File: src/rtl/flaf_pkg.sv
// Shared helpers for the functional-link filter datapath.
//   clog4     : ceiling log4, used to size radix-4 selector trees
//   lat       : pipeline latency of mux_tree_pipe, for upstream delay matching
//   FLAF_IDX  : part-select of word k from a flattened bus of w-bit words
`ifndef FLAF_PKG_SV
`define FLAF_PKG_SV

`define FLAF_IDX(k, w) (k)*(w) +: (w)

package flaf_pkg;

    // Number of radix-4 levels needed to cover n leaves (0 for n <= 1).
    function automatic int unsigned clog4(input int unsigned n);
        int unsigned     levels;
        longint unsigned span;
        levels = 0;
        span   = 1;
        for (int i = 0; i < 17; i++) begin
            if (span < 64'(n)) begin
                span   = span * 4;
                levels = levels + 1;
            end
        end
        return levels;
    endfunction

    // Cycles from presentation to output of mux_tree_pipe.
    function automatic int unsigned lat(input int unsigned levels, input int unsigned reg_levels);
        return (reg_levels != 0) ? levels : 1;
    endfunction

endpackage

`endif

File: src/rtl/mux4_stage.sv
// One radix-4 node of the selector tree: WIDTH-bit 4:1 mux, optional
// output register, with the select word and valid flag carried alongside.
//   clk, rst      : clock, async active-high reset
//   ce, flush     : stall (hold all) and valid clear (wins over ce)
//   d_i           : four flattened WIDTH-bit candidates
//   sel_i, sel_o  : full select word in / carried out
//   valid_i/_o    : sample valid in / carried out
//   q_o           : selected word
module mux4_stage #(
    parameter int unsigned WIDTH = 16,
    parameter int unsigned SEL_W = 2,
    parameter int unsigned LVL   = 0,
    parameter bit          REG   = 1'b1
) (
    input  logic               clk,
    input  logic               rst,
    input  logic               ce,
    input  logic               flush,
    input  logic [4*WIDTH-1:0] d_i,
    input  logic [SEL_W-1:0]   sel_i,
    input  logic               valid_i,
    output logic [WIDTH-1:0]   q_o,
    output logic [SEL_W-1:0]   sel_o,
    output logic               valid_o
);

    logic [1:0]       leg_c;
    logic [WIDTH-1:0] data_d;

    // This level consumes its own two select bits; the rest ride along.
    always_comb begin
        leg_c  = sel_i[2*LVL +: 2];
        data_d = d_i[`FLAF_IDX(leg_c, WIDTH)];
    end

    generate
        if (REG) begin : g_reg
            logic [WIDTH-1:0] data_q;
            logic [SEL_W-1:0] sel_q;
            logic             valid_q;

            // Data/select follow ce only; valid additionally clears on flush.
            always_ff @(posedge clk or posedge rst) begin
                if (rst) begin
                    data_q  <= '0;
                    sel_q   <= '0;
                    valid_q <= 1'b0;
                end else begin
                    if (ce) begin
                        data_q <= data_d;
                        sel_q  <= sel_i;
                    end
                    if (flush) begin
                        valid_q <= 1'b0;
                    end else if (ce) begin
                        valid_q <= valid_i;
                    end
                end
            end

            assign q_o     = data_q;
            assign sel_o   = sel_q;
            assign valid_o = valid_q;
        end else begin : g_comb
            // Clock-domain inputs have no role in a pass-through node.
            logic unused_ctl;
            assign unused_ctl = ^{clk, rst, ce, flush};

            assign q_o     = data_d;
            assign sel_o   = sel_i;
            assign valid_o = valid_i;
        end
    endgenerate

endmodule

File: src/rtl/mux_tree_pipe.sv
// Parametrised NUM_IN-input, WIDTH-bit selector built as a radix-4 tree
// of mux4_stage nodes, with valid and select carried through the pipe.
//   clk, rst  : clock, async active-high reset
//   ce        : clock enable, low freezes every register
//   flush     : clears all valid bits on an edge, even while stalled
//   in_data   : flattened inputs, word k at in_data[k*WIDTH +: WIDTH]
//   in_sel    : index of the word to select (>= NUM_IN selects zero)
//   in_valid  : sample qualifier
//   out_data  : selected word, out_valid marks it meaningful
module mux_tree_pipe
    import flaf_pkg::*;
#(
    parameter  int unsigned NUM_IN     = 16,
    parameter  int unsigned WIDTH      = 16,
    parameter  int unsigned REG_LEVELS = 1,
    localparam int unsigned LEVELS     = (clog4(NUM_IN) < 1) ? 1 : clog4(NUM_IN),
    localparam int unsigned SEL_W      = 2 * LEVELS
) (
    input  logic                    clk,
    input  logic                    rst,
    input  logic                    ce,
    input  logic                    flush,
    input  logic [NUM_IN*WIDTH-1:0] in_data,
    input  logic [SEL_W-1:0]        in_sel,
    input  logic                    in_valid,
    output logic [WIDTH-1:0]        out_data,
    output logic                    out_valid
);

    localparam int unsigned NPAD      = 4 ** LEVELS;
    localparam bit          STAGE_REG = (REG_LEVELS != 0);

    logic [NPAD*WIDTH-1:0] padded_c;

    // Unused leaves read as zero, so out-of-range selects return zero.
    always_comb begin
        padded_c                   = '0;
        padded_c[NUM_IN*WIDTH-1:0] = in_data;
    end

    generate
        for (genvar j = 0; j < LEVELS; j++) begin : g_lvl
            localparam int unsigned NI = 4 ** (LEVELS - j);
            localparam int unsigned NO = NI / 4;

            logic [NI*WIDTH-1:0] din;
            logic [SEL_W-1:0]    sin;
            logic                vin;
            logic [NO*WIDTH-1:0] dout;
            logic [NO*SEL_W-1:0] sout;
            logic [NO-1:0]       vout;

            if (j == 0) begin : g_src
                assign din = padded_c;
                assign sin = in_sel;
                assign vin = in_valid;
            end else begin : g_chain
                // Every node of a level carries the same select/valid copy;
                // node 0 feeds the next level.
                logic unused_copies;
                assign din           = g_lvl[j-1].dout;
                assign sin           = g_lvl[j-1].sout[SEL_W-1:0];
                assign vin           = g_lvl[j-1].vout[0];
                assign unused_copies = ^{g_lvl[j-1].sout, g_lvl[j-1].vout};
            end

            for (genvar i = 0; i < NO; i++) begin : g_node
                mux4_stage #(
                    .WIDTH (WIDTH),
                    .SEL_W (SEL_W),
                    .LVL   (j),
                    .REG   (STAGE_REG)
                ) u_stage (
                    .clk     (clk),
                    .rst     (rst),
                    .ce      (ce),
                    .flush   (flush),
                    .d_i     (din[i*4*WIDTH +: 4*WIDTH]),
                    .sel_i   (sin),
                    .valid_i (vin),
                    .q_o     (dout[`FLAF_IDX(i, WIDTH)]),
                    .sel_o   (sout[`FLAF_IDX(i, SEL_W)]),
                    .valid_o (vout[i])
                );
            end
        end

        // The root's carried select has no consumer.
        logic unused_root_sel;
        assign unused_root_sel = ^g_lvl[LEVELS-1].sout;

        if (STAGE_REG) begin : g_out_direct
            assign out_data  = g_lvl[LEVELS-1].dout;
            assign out_valid = g_lvl[LEVELS-1].vout[0];
        end else begin : g_out_reg
            logic [WIDTH-1:0] data_q;
            logic             valid_q;

            // Single register behind the combinational tree.
            always_ff @(posedge clk or posedge rst) begin
                if (rst) begin
                    data_q  <= '0;
                    valid_q <= 1'b0;
                end else begin
                    if (ce) begin
                        data_q <= g_lvl[LEVELS-1].dout;
                    end
                    if (flush) begin
                        valid_q <= 1'b0;
                    end else if (ce) begin
                        valid_q <= g_lvl[LEVELS-1].vout[0];
                    end
                end
            end

            assign out_data  = data_q;
            assign out_valid = valid_q;
        end
    endgenerate

endmodule

File: config.mk
export PLATFORM = sky130hd
export DESIGN_NAME = mux_tree_pipe
export DESIGN_NICKNAME = d
export VERILOG_FILES = /design/src/rtl/flaf_pkg.sv /design/src/rtl/mux4_stage.sv /design/src/rtl/mux_tree_pipe.sv
export SDC_FILE = /design/constraint.sdc
export NUM_CORES = 1
export LEC_CHECK = 0
export BUFFER_PORTS_ARGS = -buffer_cell sky130_fd_sc_hd__buf_4
export CAP_MARGIN = 15
export CORE_MARGIN = 2
export CORE_UTILIZATION = 40
export CTS_BUF_LIST = sky130_fd_sc_hd__clkbuf_16
export DETAILED_ROUTE_END_ITERATION = 10
export PLACE_DENSITY = 0.82
export REMOVE_ABC_BUFFERS = 1
export SLEW_MARGIN = 20
export SYNTH_ARGS = -nofsm -noshare
export SYNTH_HDL_FRONTEND = slang
export SYNTH_SLANG_ARGS = --single-unit
File: constraint.sdc
create_clock -name clk -period 3.7 [get_ports clk]
set_input_delay 0.74 -clock clk [delete_from_list [all_inputs] [get_ports clk]]
set_output_delay 0.74 -clock clk [all_outputs]
set_load 0.05 [all_outputs]
Word-level counts from Yosys, hierarchy flattened
Cells that the tools add are included.

storage, ports and cells
  bits in registers = 86
  input port bits = 265

cells by class
  shift-type cells = 5
  mux-type cells = 4
  reductions and logical operators = 1

operators by type and width
  cell                                   number
  variable part select 64 x 7 -> 16 bit  5
  2-to-1 mux 1 bit                       4
  nonzero test 2 bit                     1

Longest topological paths before layout
Gate-level depths: netlist of run 1.

  depth after elaboration = 2
  gate-level depth with buffers = 4
  depth with buffers taken out = 2

Hierarchy
Synthesis of run 1 repeated with hierarchy kept, for this count alone.

second synthesis, totals
  cells, all modules = 520
  area total of the unflattened synthesis = 6456.2 um^2

by module, submodules not included
  module      instances  cells an instance  area each (um^2)  seq. area each (um^2)
  mux4_stage  5          104                1291.2            525.5

Worst setup path before layout of run 1
OpenSTA, ideal clock, no wires.

  path type = in2reg
  from = in in_sel[0]
  to = reg g_lvl[0].g_node[0].u_stage.g_reg.data_q[0]
  arrival = 1.449 ns
  required time = 3.567 ns
  slack = 2.118 ns
  stages = 4
  path through = buf_4 -> buf_4 -> mux2i_1 -> o221ai_2

between the ends
  word-level cells in the longest chain between the ends = 1

RTL lines
  item                                   RTL line             RTL
  start: declaration                     mux_tree_pipe.sv:24  input logic [SEL_W-1:0] in_sel,
  variable part select 64 x 7 -> 16 bit  mux4_stage.sv:33     data_d = d_i[`FLAF_IDX(leg_c, WIDTH)];
  end signal: assignment                 mux4_stage.sv:50     data_q <= data_d;
  end: declaration                       mux4_stage.sv:38     logic [WIDTH-1:0] data_q;

Every way passes these cells.
A chain may end at the register's enable or synchronous reset.

==> flow_summary.yaml, run 1 <==
outcome:
  status: "complete, no violations"
power_and_ir_drop:
  cellLeakagePower_nw: 3.93
  peakVddDrop_uv: 219
  power_density_nw_per_um2: 368
sta:
  setup_viol: 0
  tightestPinTransition_ns: 1.08
  finalClockSkew_ns: 0.00562
  worst_slew_margin_rel: 0.281
  totalNegativeSetupSlack_ns: 0
  rsz0062_at_grt: "no"
  finalHoldViolations: 0
  achievable-frequency_ghz: 0.484
  final-max-slew-violation-count: 0
  min_period_over_period: 0.558
  post-route-min-period_ns: 2.06
  hold_slack_ns: 0.496
clock_tree:
  cts_made_buffers: 9
  sinks_on_the_clock_net: 84
  clock_insertion_delay_worst_skew_ns: 0.32
  post-cts-setup-buffer-count: 0
  ctsHoldBuffers: 0
  root_buffer: "sky130_fd_sc_hd__clkbuf_16"
  clkTransAtPathRegs_ns: 0.06
  cts_tree: "yes"
  cts-htree-levels: 3
  cts.path.max_buffers: 2
  ctsResizeCount: 0
layout:
  final_cell_mix: "sky130_fd_sc_hd__buf_4, sky130_fd_sc_hd__mux2i_1, sky130_fd_sc_hd__dfrtp_1"
  filler_cell_count: 1172
  final_util: 0.583
  nNetsFinal: 978
  layout-drive-gt1-share: 0.511
  area_delta_synth_final_pct: 42.8
  layout.cells.most_common: "sky130_fd_sc_hd__buf_4"
  num_antenna_cells: 0
yosys:
  synthTopCellsByArea: "sky130_fd_sc_hd__dfrtp_1, sky130_fd_sc_hd__mux2i_1, sky130_fd_sc_hd__o221ai_2"
  synth_cell_types: 15
  synth.top_cell.area_share: 0.371
  postSynthCellCount: 458
  yosys_warnings: 0
  seq_area_frac_synth: 0.371
  syn_area_per_cell_sq_um: 12.4
  synthDominantAreaCellType: "sky130_fd_sc_hd__dfrtp_1"
  synth.ff_latch_count: 84
  netlist_area_sq_um: 5660
critical_path:
  critical_path_required_ns: 3.91
  path_cells: "buf_4 -> nand2b_4 -> o221ai_1"
  timing.setup.critical_path_class: "in2reg"
  critPathMaxFanout: 64
  critPathLaunchType: "input port"
  end_kind: "flop"
  max_stage_delay_ns: 0.67
  cp_data_arrival_time_ns: 2.28
  cp_slowest_cell: "sky130_fd_sc_hd__nand2b_4"
routing:
  via_per_inst: 5.28
  wire_per_inst_microns: 17.5
  drc_errors: 0
  drt-pass1-iter-count: 4
  via_count: 4744
  dr.first_iter.drc_count: 249
  drt.antenna.violating_nets: 0
  drt_wl_total_microns: 15800
place:
  io_buffers: 281
  place_congestion: 0.758
  hpwlAfterDp_microns: 11400
global_routing:
  grt_usage: 0.204
  grt_pass1_vias: 5111
  pin_count_of_the_biggest_net_entering_global_routing: 67
  grt_first_pass_wirelength_microns: 24300
  grt_antenna_before_repair: 0
  globalRouteOverflowTotal: 0
job:
  drv.max_cap_violation_count: 0
floorplan:
  die_w_microns: 123
  placement_rows: 43
  io-pin-count: 282
  die_h_microns: 123
  die_area_sq_um: 15100
  std_cell_core_area_sq_um: 13900
  floorplan.initialDensity: 0.408
worst_hold_path:
  worst_hold_path_type: "reg2reg"
-- power by group --
part	total (mW)	leakage [nW]	switching, mW	internal (mW)
Combinational	0.896	2.74	0.445	0.451
Clock	0.939	0.155	0.356	0.583
Sequential	1.14	1.04	0.0939	1.05
Total	2.97	3.93	0.894	2.08
-- area by class of cell --
class	count	area, sq um	area share
inverter	1	5.00	0.000619
multi-input combinational	330	3270	0.405
clock inverter	7	83.8	0.0104
tap	180	225	0.0278
sequential	84	2100	0.260
timing repair buffer	287	2170	0.268
clock buffer	9	225	0.0278
-- Yosys cell counts --
cell type and number:
sky130_fd_sc_hd__mux2i_1 162, sky130_fd_sc_hd__mux2_2 2, sky130_fd_sc_hd__nand2_4 1, sky130_fd_sc_hd__buf_4 18, sky130_fd_sc_hd__dfrtp_1 84, sky130_fd_sc_hd__o221ai_1 20, sky130_fd_sc_hd__nand2b_1 82, sky130_fd_sc_hd__buf_6 7
sky130_fd_sc_hd__o221ai_2 60, sky130_fd_sc_hd__buf_2 11, sky130_fd_sc_hd__clkbuf_1 6, sky130_fd_sc_hd__nor2_1 2, sky130_fd_sc_hd__nand2_2 1, sky130_fd_sc_hd__inv_1 1, sky130_fd_sc_hd__clkbuf_4 1
-- cell families (layout without fill, tap and decap cells) --
group | after synthesis | in the layout | share of synthesized area
buf+inv | 44 | 304 | 0.0535
compound gates | 80 | 80 | 0.190
mux | 164 | 164 | 0.290
simple gates | 86 | 86 | 0.0950
flops | 84 | 84 | 0.371
-- sequential cells by signal, indices dropped and copies added (netlist names) --
register                      count
g_lvl.g_node.u_stage.sel_o        2
g_lvl.g_node.u_stage.valid_o      2
g_lvl.g_node.u_stage.q_o         80
-- metrics by stage --
step / worst slack [ns] / power [mW] / std cells / cell area (sq um)
4_1_cts: 1.62 / 3.00 / 898 / 8080
6_report: 1.64 / 2.97 / 898 / 8090
5_1_grt: 1.53 / 3.12 / 898 / 8090
3_5_place_dp: 1.28 / 2.06 / 882 / 7770
3_3_place_gp: 1.36 / 2.03 / 882 / 7770
2_1_floorplan: 0.475 / 1.63 / 415 / 5360
-- per-layer routing --
| metal | up-vias | routed length (microns) | track usage |
|---|---|---|---|
| met1 | 2260 | 6140 | 0.234 |
| met3 | 27 | 1140 | 0.0447 |
| met2 | 187 | 8170 | 0.376 |
| met5 | - | 0 | 0 |
| met4 | 0 | 301 | 0.0639 |
| li1 | 2270 | - | - |
-- path summary, 6_finish.rpt --
| kind | startpoint | end | slack [ns] | cells past startpoint |
|---|---|---|---|---|
| max | ce | g_lvl[0].g_node[2].u_stage.q_o[9] | 1.64 | 3 |
| min | g_lvl[0].g_node[3].u_stage.q_o[5] | g_lvl[0].g_node[3].u_stage.q_o[5] | 0.50 | 2 |
| max reg2reg | g_lvl[0].g_node[0].u_stage.sel_o[2] | g_lvl[1].g_node[0].u_stage.q_o[0] | 2.01 | 2 |
| min reg2reg | g_lvl[0].g_node[3].u_stage.q_o[5] | g_lvl[0].g_node[3].u_stage.q_o[5] | 0.50 | 2 |
| max in group asynchronous | rst | g_lvl[0].g_node[0].u_stage.sel_o[2] | 2.24 | 3 |
| min in group asynchronous | rst | g_lvl[0].g_node[3].u_stage.q_o[2] | 0.55 | 2 |
-- critical path, delay by kind of cell --
kind	cells	cell delay, ns
buffers and inverters	1	0.39
AND/OR/NAND/NOR	1	0.67
AO/OA/AOI/OAI	1	0.42
No activity file was read; power rests on OpenSTA's default activity.
==> run 2: changes to the inputs <==
Clock period 3.7 ns to 2 ns, I/O delays scaled along.
==> flow_summary.yaml, run 2 (synthesized netlist as in run 1, its figures left out) <==
power_and_ir_drop:
  peakVddDrop_uv: 381
  power.combinational.fraction: 0.321
  power.sequential.fraction: 0.384
  cellLeakagePower_nw: 4.01
  netSwitchingFraction: 0.306
  clock_power_share: 0.295
  internal-power_mw: 3.74
  p_sw_mw: 1.65
  power_density_nw_per_um2: 656
critical_path:
  critPathMaxFanout: 2
  r2r_setup_slack_ns: 0.75
  max_stage_delay_ns: 0.40
  critPathLaunchType: "flop"
  cp_data_arrival_time_ns: 0.93
  critical_path_required_ns: 1.60
  end_kind: "output port"
  timing.setup.critical_path_class: "reg2out"
  cp_slowest_cell: "sky130_fd_sc_hd__dfrtp_1"
  critical_path.top_delay_family: "flip-flops"
  path_cells: "buf_4"
  critical_path.n_buffers_inverters: 1
routing:
  via_count: 4734
  via_per_inst: 5.20
  dr.first_iter.drc_count: 209
  drt.antenna.violating_nets: 0
  drt_wl_total_microns: 15700
  drc_errors: 0
  drt-pass1-iter-count: 4
  wire_per_inst_microns: 17.3
clock_tree:
  cts.path.max_buffers: 2
  sinks_on_the_clock_net: 84
  root_buffer: "sky130_fd_sc_hd__clkbuf_16"
  cts_made_buffers: 9
  clkTransAtPathRegs_ns: 0.06
  cts-htree-levels: 3
  clock_insertion_delay_worst_skew_ns: 0.33
  ctsHoldBuffers: 0
  post-cts-setup-buffer-count: 0
  cts_tree: "yes"
  ctsResizeCount: 0
sta:
  finalClockSkew_ns: 0.00700
  tightestPinTransition_ns: 0.477
  achievable-frequency_ghz: 0.751
  rsz0062_at_grt: "no"
  hold_slack_ns: 0.150
  totalNegativeSetupSlack_ns: 0
  min_period_over_period: 0.666
  finalHoldViolations: 0
  worst_slew_margin_rel: 0.682
  setup_viol: 0
  post-route-min-period_ns: 1.33
  final-max-slew-violation-count: 0
place:
  place_congestion: 0.783
  io_buffers: 281
  hpwlAfterDp_microns: 11800
floorplan:
  die_area_sq_um: 15100
  floorplan.initialDensity: 0.408
  placement_rows: 43
  die_h_microns: 123
  die_w_microns: 123
  io-pin-count: 282
  std_cell_core_area_sq_um: 13900
global_routing:
  grt_first_pass_wirelength_microns: 24600
  grt_pass1_vias: 5102
  pin_count_of_the_biggest_net_entering_global_routing: 85
  grt_usage: 0.208
  globalRouteOverflowTotal: 0
  grt_antenna_before_repair: 0
layout:
  largest_register_ffs: 80
  layout-drive-gt1-share: 0.518
  nNetsFinal: 991
  final_cell_mix: "sky130_fd_sc_hd__buf_4, sky130_fd_sc_hd__mux2i_1, sky130_fd_sc_hd__dfrtp_1"
  filler_cell_count: 1151
  layout.area.seq_sq_um: 2100
  layout.cells.most_common: "sky130_fd_sc_hd__buf_4"
  area_delta_synth_final_pct: 45.1
  num_antenna_cells: 0
  multi_input_area_sq_um: 3270
job:
  drv.max_cap_violation_count: 0
outcome:
  status: "complete, no violations"
worst_hold_path:
  worst_hold_path_type: "in2async"
-- run 2: changes by cell type in the layout (fill, tap and decap cells not counted) --
cell / change
sky130_fd_sc_hd__inv_1: +1
sky130_fd_sc_hd__buf_4: +7
sky130_fd_sc_hd__bufinv_16: -1
sky130_fd_sc_hd__nand2_4: +1
sky130_fd_sc_hd__clkinvlp_4: -1
sky130_fd_sc_hd__buf_12: +6
sky130_fd_sc_hd__nand2_8: -1
-- run 2: area by class of cell --
| class | instances | share of cell area |
|---|---|---|
| Clock buffer | 9 | 0.0274 |
| Multi-Input combinational cell | 330 | 0.397 |
| Inverter | 1 | 0.000609 |
| Timing Repair Buffer | 300 | 0.285 |
| Clock inverter | 6 | 0.00609 |
| Sequential cell | 84 | 0.256 |
| Tap cell | 180 | 0.0274 |
-- run 2: path summary, 6_finish.rpt --
kind | from | end | depth (start not counted)
hold reg to reg | g_lvl[0].g_node[3].u_stage.q_o[4] | g_lvl[0].g_node[3].u_stage.q_o[4] | 2
setup / recovery | g_lvl[1].g_node[0].u_stage.q_o[13] | out_data[13] | 1
setup reg to reg | g_lvl[0].g_node[0].u_stage.sel_o[3] | g_lvl[1].g_node[0].u_stage.q_o[15] | 3
hold / removal | rst | g_lvl[0].g_node[2].u_stage.q_o[8] | 3
min in group clk | flush | g_lvl[1].g_node[0].u_stage.valid_o | 2
max in group asynchronous | rst | g_lvl[0].g_node[0].u_stage.sel_o[2] | 3
-- run 2: worst min-delay path, stage by stage --
cell and delay [ns]:
sky130_fd_sc_hd__buf_4 0.12, sky130_fd_sc_hd__clkinv_2 0.05, sky130_fd_sc_hd__buf_12 0.34
-- run 2: power groups by stage --
stage	clock, mW	sequential [mW]	combinational [mW]
6_report	1.59	2.07	1.73
5_1_grt	1.68	2.10	1.87
3_3_place_gp	0	2.09	1.71
4_1_cts	1.63	2.07	1.75
2_1_floorplan	0	2.33	0.683
3_5_place_dp	0	2.10	1.75
-- run 2: layer usage --
layer	GRT usage	up-vias	wire length, microns
met5	0	-	0
met2	0.376	173	8170
li1	-	2293	-
met1	0.245	2240	6190
met4	0.0746	0	327
met3	0.0374	28	1030
-- run 2: per-stage QoR --
stage	cells	power [mW]	utilization	instance area (sq um)	setup WS, ns
6_report	910	5.39	0.592	8220	0.668
5_1_grt	910	5.65	0.592	8220	0.637
4_1_cts	910	5.45	0.592	8220	0.660
3_5_place_dp	895	3.84	0.572	7940	0.388
3_3_place_gp	895	3.79	0.572	7940	0.469
2_1_floorplan	415	3.01	-	5360	-0.885
==> run 3: changes to the inputs <==
Clock period 2 ns to 1.3 ns, I/O delays scaled along.
==> flow_summary.yaml, run 3 (synthesized netlist as in run 1, its figures left out) <==
outcome:
  status: "complete, no violations"
clock_tree:
  cts.path.max_buffers: 2
  clkTransAtPathRegs_ns: 0.06
  cts_made_buffers: 9
  clock_insertion_delay_worst_skew_ns: 0.33
  post-cts-setup-buffer-count: 0
  sinks_on_the_clock_net: 84
  cts-htree-levels: 3
  cts_tree: "yes"
  root_buffer: "sky130_fd_sc_hd__clkbuf_16"
job:
  drv.max_cap_violation_count: 0
sta:
  tightestPinTransition_ns: 0.317
  finalHoldViolations: 0
  post-route-min-period_ns: 1.18
  finalClockSkew_ns: 0.00758
  final-max-slew-violation-count: 0
  hold_slack_ns: 0.0808
  rsz0062_at_grt: "no"
  worst_slew_margin_rel: 0.789
  setup_viol: 0
  min_period_over_period: 0.909
  achievable-frequency_ghz: 0.846
place:
  io_buffers: 281
  place_congestion: 0.831
  detailed_place.area_sq_um: 8110
  hpwlAfterDp_microns: 12400
critical_path:
  timing.setup.critical_path_class: "reg2out"
  critical_path_required_ns: 1.04
  cp_slowest_cell: "sky130_fd_sc_hd__dfrtp_1"
  critPathMaxFanout: 2
  max_stage_delay_ns: 0.39
  r2r_setup_slack_ns: 0.14
  critical_path.top_delay_family: "flip-flops"
  path_cells: "buf_4"
  cp_data_arrival_time_ns: 0.92
  critPathLaunchType: "flop"
  end_kind: "output port"
  critical_path.n_buffers_inverters: 1
floorplan:
  floorplan.initialDensity: 0.408
  die_h_microns: 123
  placement_rows: 43
  die_area_sq_um: 15100
  std_cell_core_area_sq_um: 13900
  io-pin-count: 282
  die_w_microns: 123
global_routing:
  globalRouteOverflowTotal: 0
  pin_count_of_the_biggest_net_entering_global_routing: 47
  grt_first_pass_wirelength_microns: 24600
  grt_pass1_vias: 5243
  grt_usage: 0.207
  grt_antenna_before_repair: 0
routing:
  via_per_inst: 5.24
  drt-pass1-iter-count: 4
  drt.antenna.violating_nets: 0
  wire_per_inst_microns: 17.1
  drt_wl_total_microns: 15800
  via_count: 4860
  dr.first_iter.drc_count: 157
  drc_errors: 0
layout:
  nNetsFinal: 1007
  layout-drive-gt1-share: 0.529
  largest_register_ffs: 80
  area_delta_synth_final_pct: 48.3
  num_antenna_cells: 0
  finish.instance_area_sq_um: 8400
  layout.cells.most_common: "sky130_fd_sc_hd__buf_4"
  final_cell_mix: "sky130_fd_sc_hd__buf_4, sky130_fd_sc_hd__mux2i_1, sky130_fd_sc_hd__dfrtp_1"
power_and_ir_drop:
  power_density_nw_per_um2: 998
  cellLeakagePower_nw: 4.10
  peakVddDrop_uv: 582
worst_hold_path:
  worst_hold_path_type: "in2reg"
run 3: cell types whose count changed in the layout (fill, tap and decap cells not counted):
| cell | before | now |
|---|---|---|
| sky130_fd_sc_hd__buf_12 | 7 | 11 |
| sky130_fd_sc_hd__buf_4 | 292 | 303 |
| sky130_fd_sc_hd__clkinv_1 | 1 | 2 |
| sky130_fd_sc_hd__clkinv_2 | 2 | 3 |
| sky130_fd_sc_hd__clkinvlp_4 | 0 | 1 |
| sky130_fd_sc_hd__dlygate4sd3_1 | 0 | 1 |
| sky130_fd_sc_hd__inv_1 | 3 | 1 |
run 3: report_power, final:
group          internal (mW)  total (mW)  switching (mW)
clock network           1.46        2.46           0.999
registers               2.98        3.19           0.210
logic                   1.39        2.73            1.34
total                   5.83        8.38            2.55
run 3: cell type report:
cell class                      count  area [sq um]
Multi-Input combinational cell    330          3270
Fill cell                        1152          5480
Tap cell                          180           225
Timing Repair Buffer              316          2520
Inverter                            1          5.00
Clock inverter                      7          58.8
Sequential cell                    84          2100
Clock buffer                        9           225
run 3: path summary, 6_finish.rpt:
| kind | start | cells past startpoint | endpoint |
|---|---|---|---|
| max in group asynchronous | rst | 4 | g_lvl[0].g_node[0].u_stage.sel_o[2] |
| min in group asynchronous | rst | 4 | g_lvl[0].g_node[0].u_stage.q_o[2] |
| worst max register to register | g_lvl[0].g_node[0].u_stage.sel_o[2] | 3 | g_lvl[1].g_node[0].u_stage.q_o[0] |
| worst min register to register | g_lvl[0].g_node[0].u_stage.q_o[12] | 2 | g_lvl[0].g_node[0].u_stage.q_o[12] |
| worst max-delay path | g_lvl[1].g_node[0].u_stage.q_o[11] | 1 | out_data[11] |
| worst min-delay path | flush | 2 | g_lvl[1].g_node[0].u_stage.valid_o |
run 3: stage by stage:
step	setup TNS (ns)	setup WS, ns	util	total power, mW	cells
2_1_floorplan	-188.81	-1.44	-	4.63	415
4_1_cts	0	0.0978	0.605	8.50	927
3_3_place_gp	0	0.0480	0.584	5.91	910
5_1_grt	0	0.0728	0.605	8.83	927
3_5_place_dp	-0.0123	-0.0104	0.584	5.99	910
6_report	0	0.118	0.605	8.38	927
run 3: what timing repair did:
action,4_1_cts,5_1_grt
endpoints found under the hold margin,39,0
setup endpoints to repair,0,0
hold buffers,1,0
resized for setup,0,0
run 3: per-layer routing:
metal | part of all wire | up-vias | global-route usage
met1 | 0.39 | 2335 | 0.236
met2 | 0.53 | 168 | 0.387
met3 | 0.061 | 24 | 0.0355
li1 | - | 2333 | -
met5 | 0 | - | 0
met4 | 0.016 | 0 | 0.0739
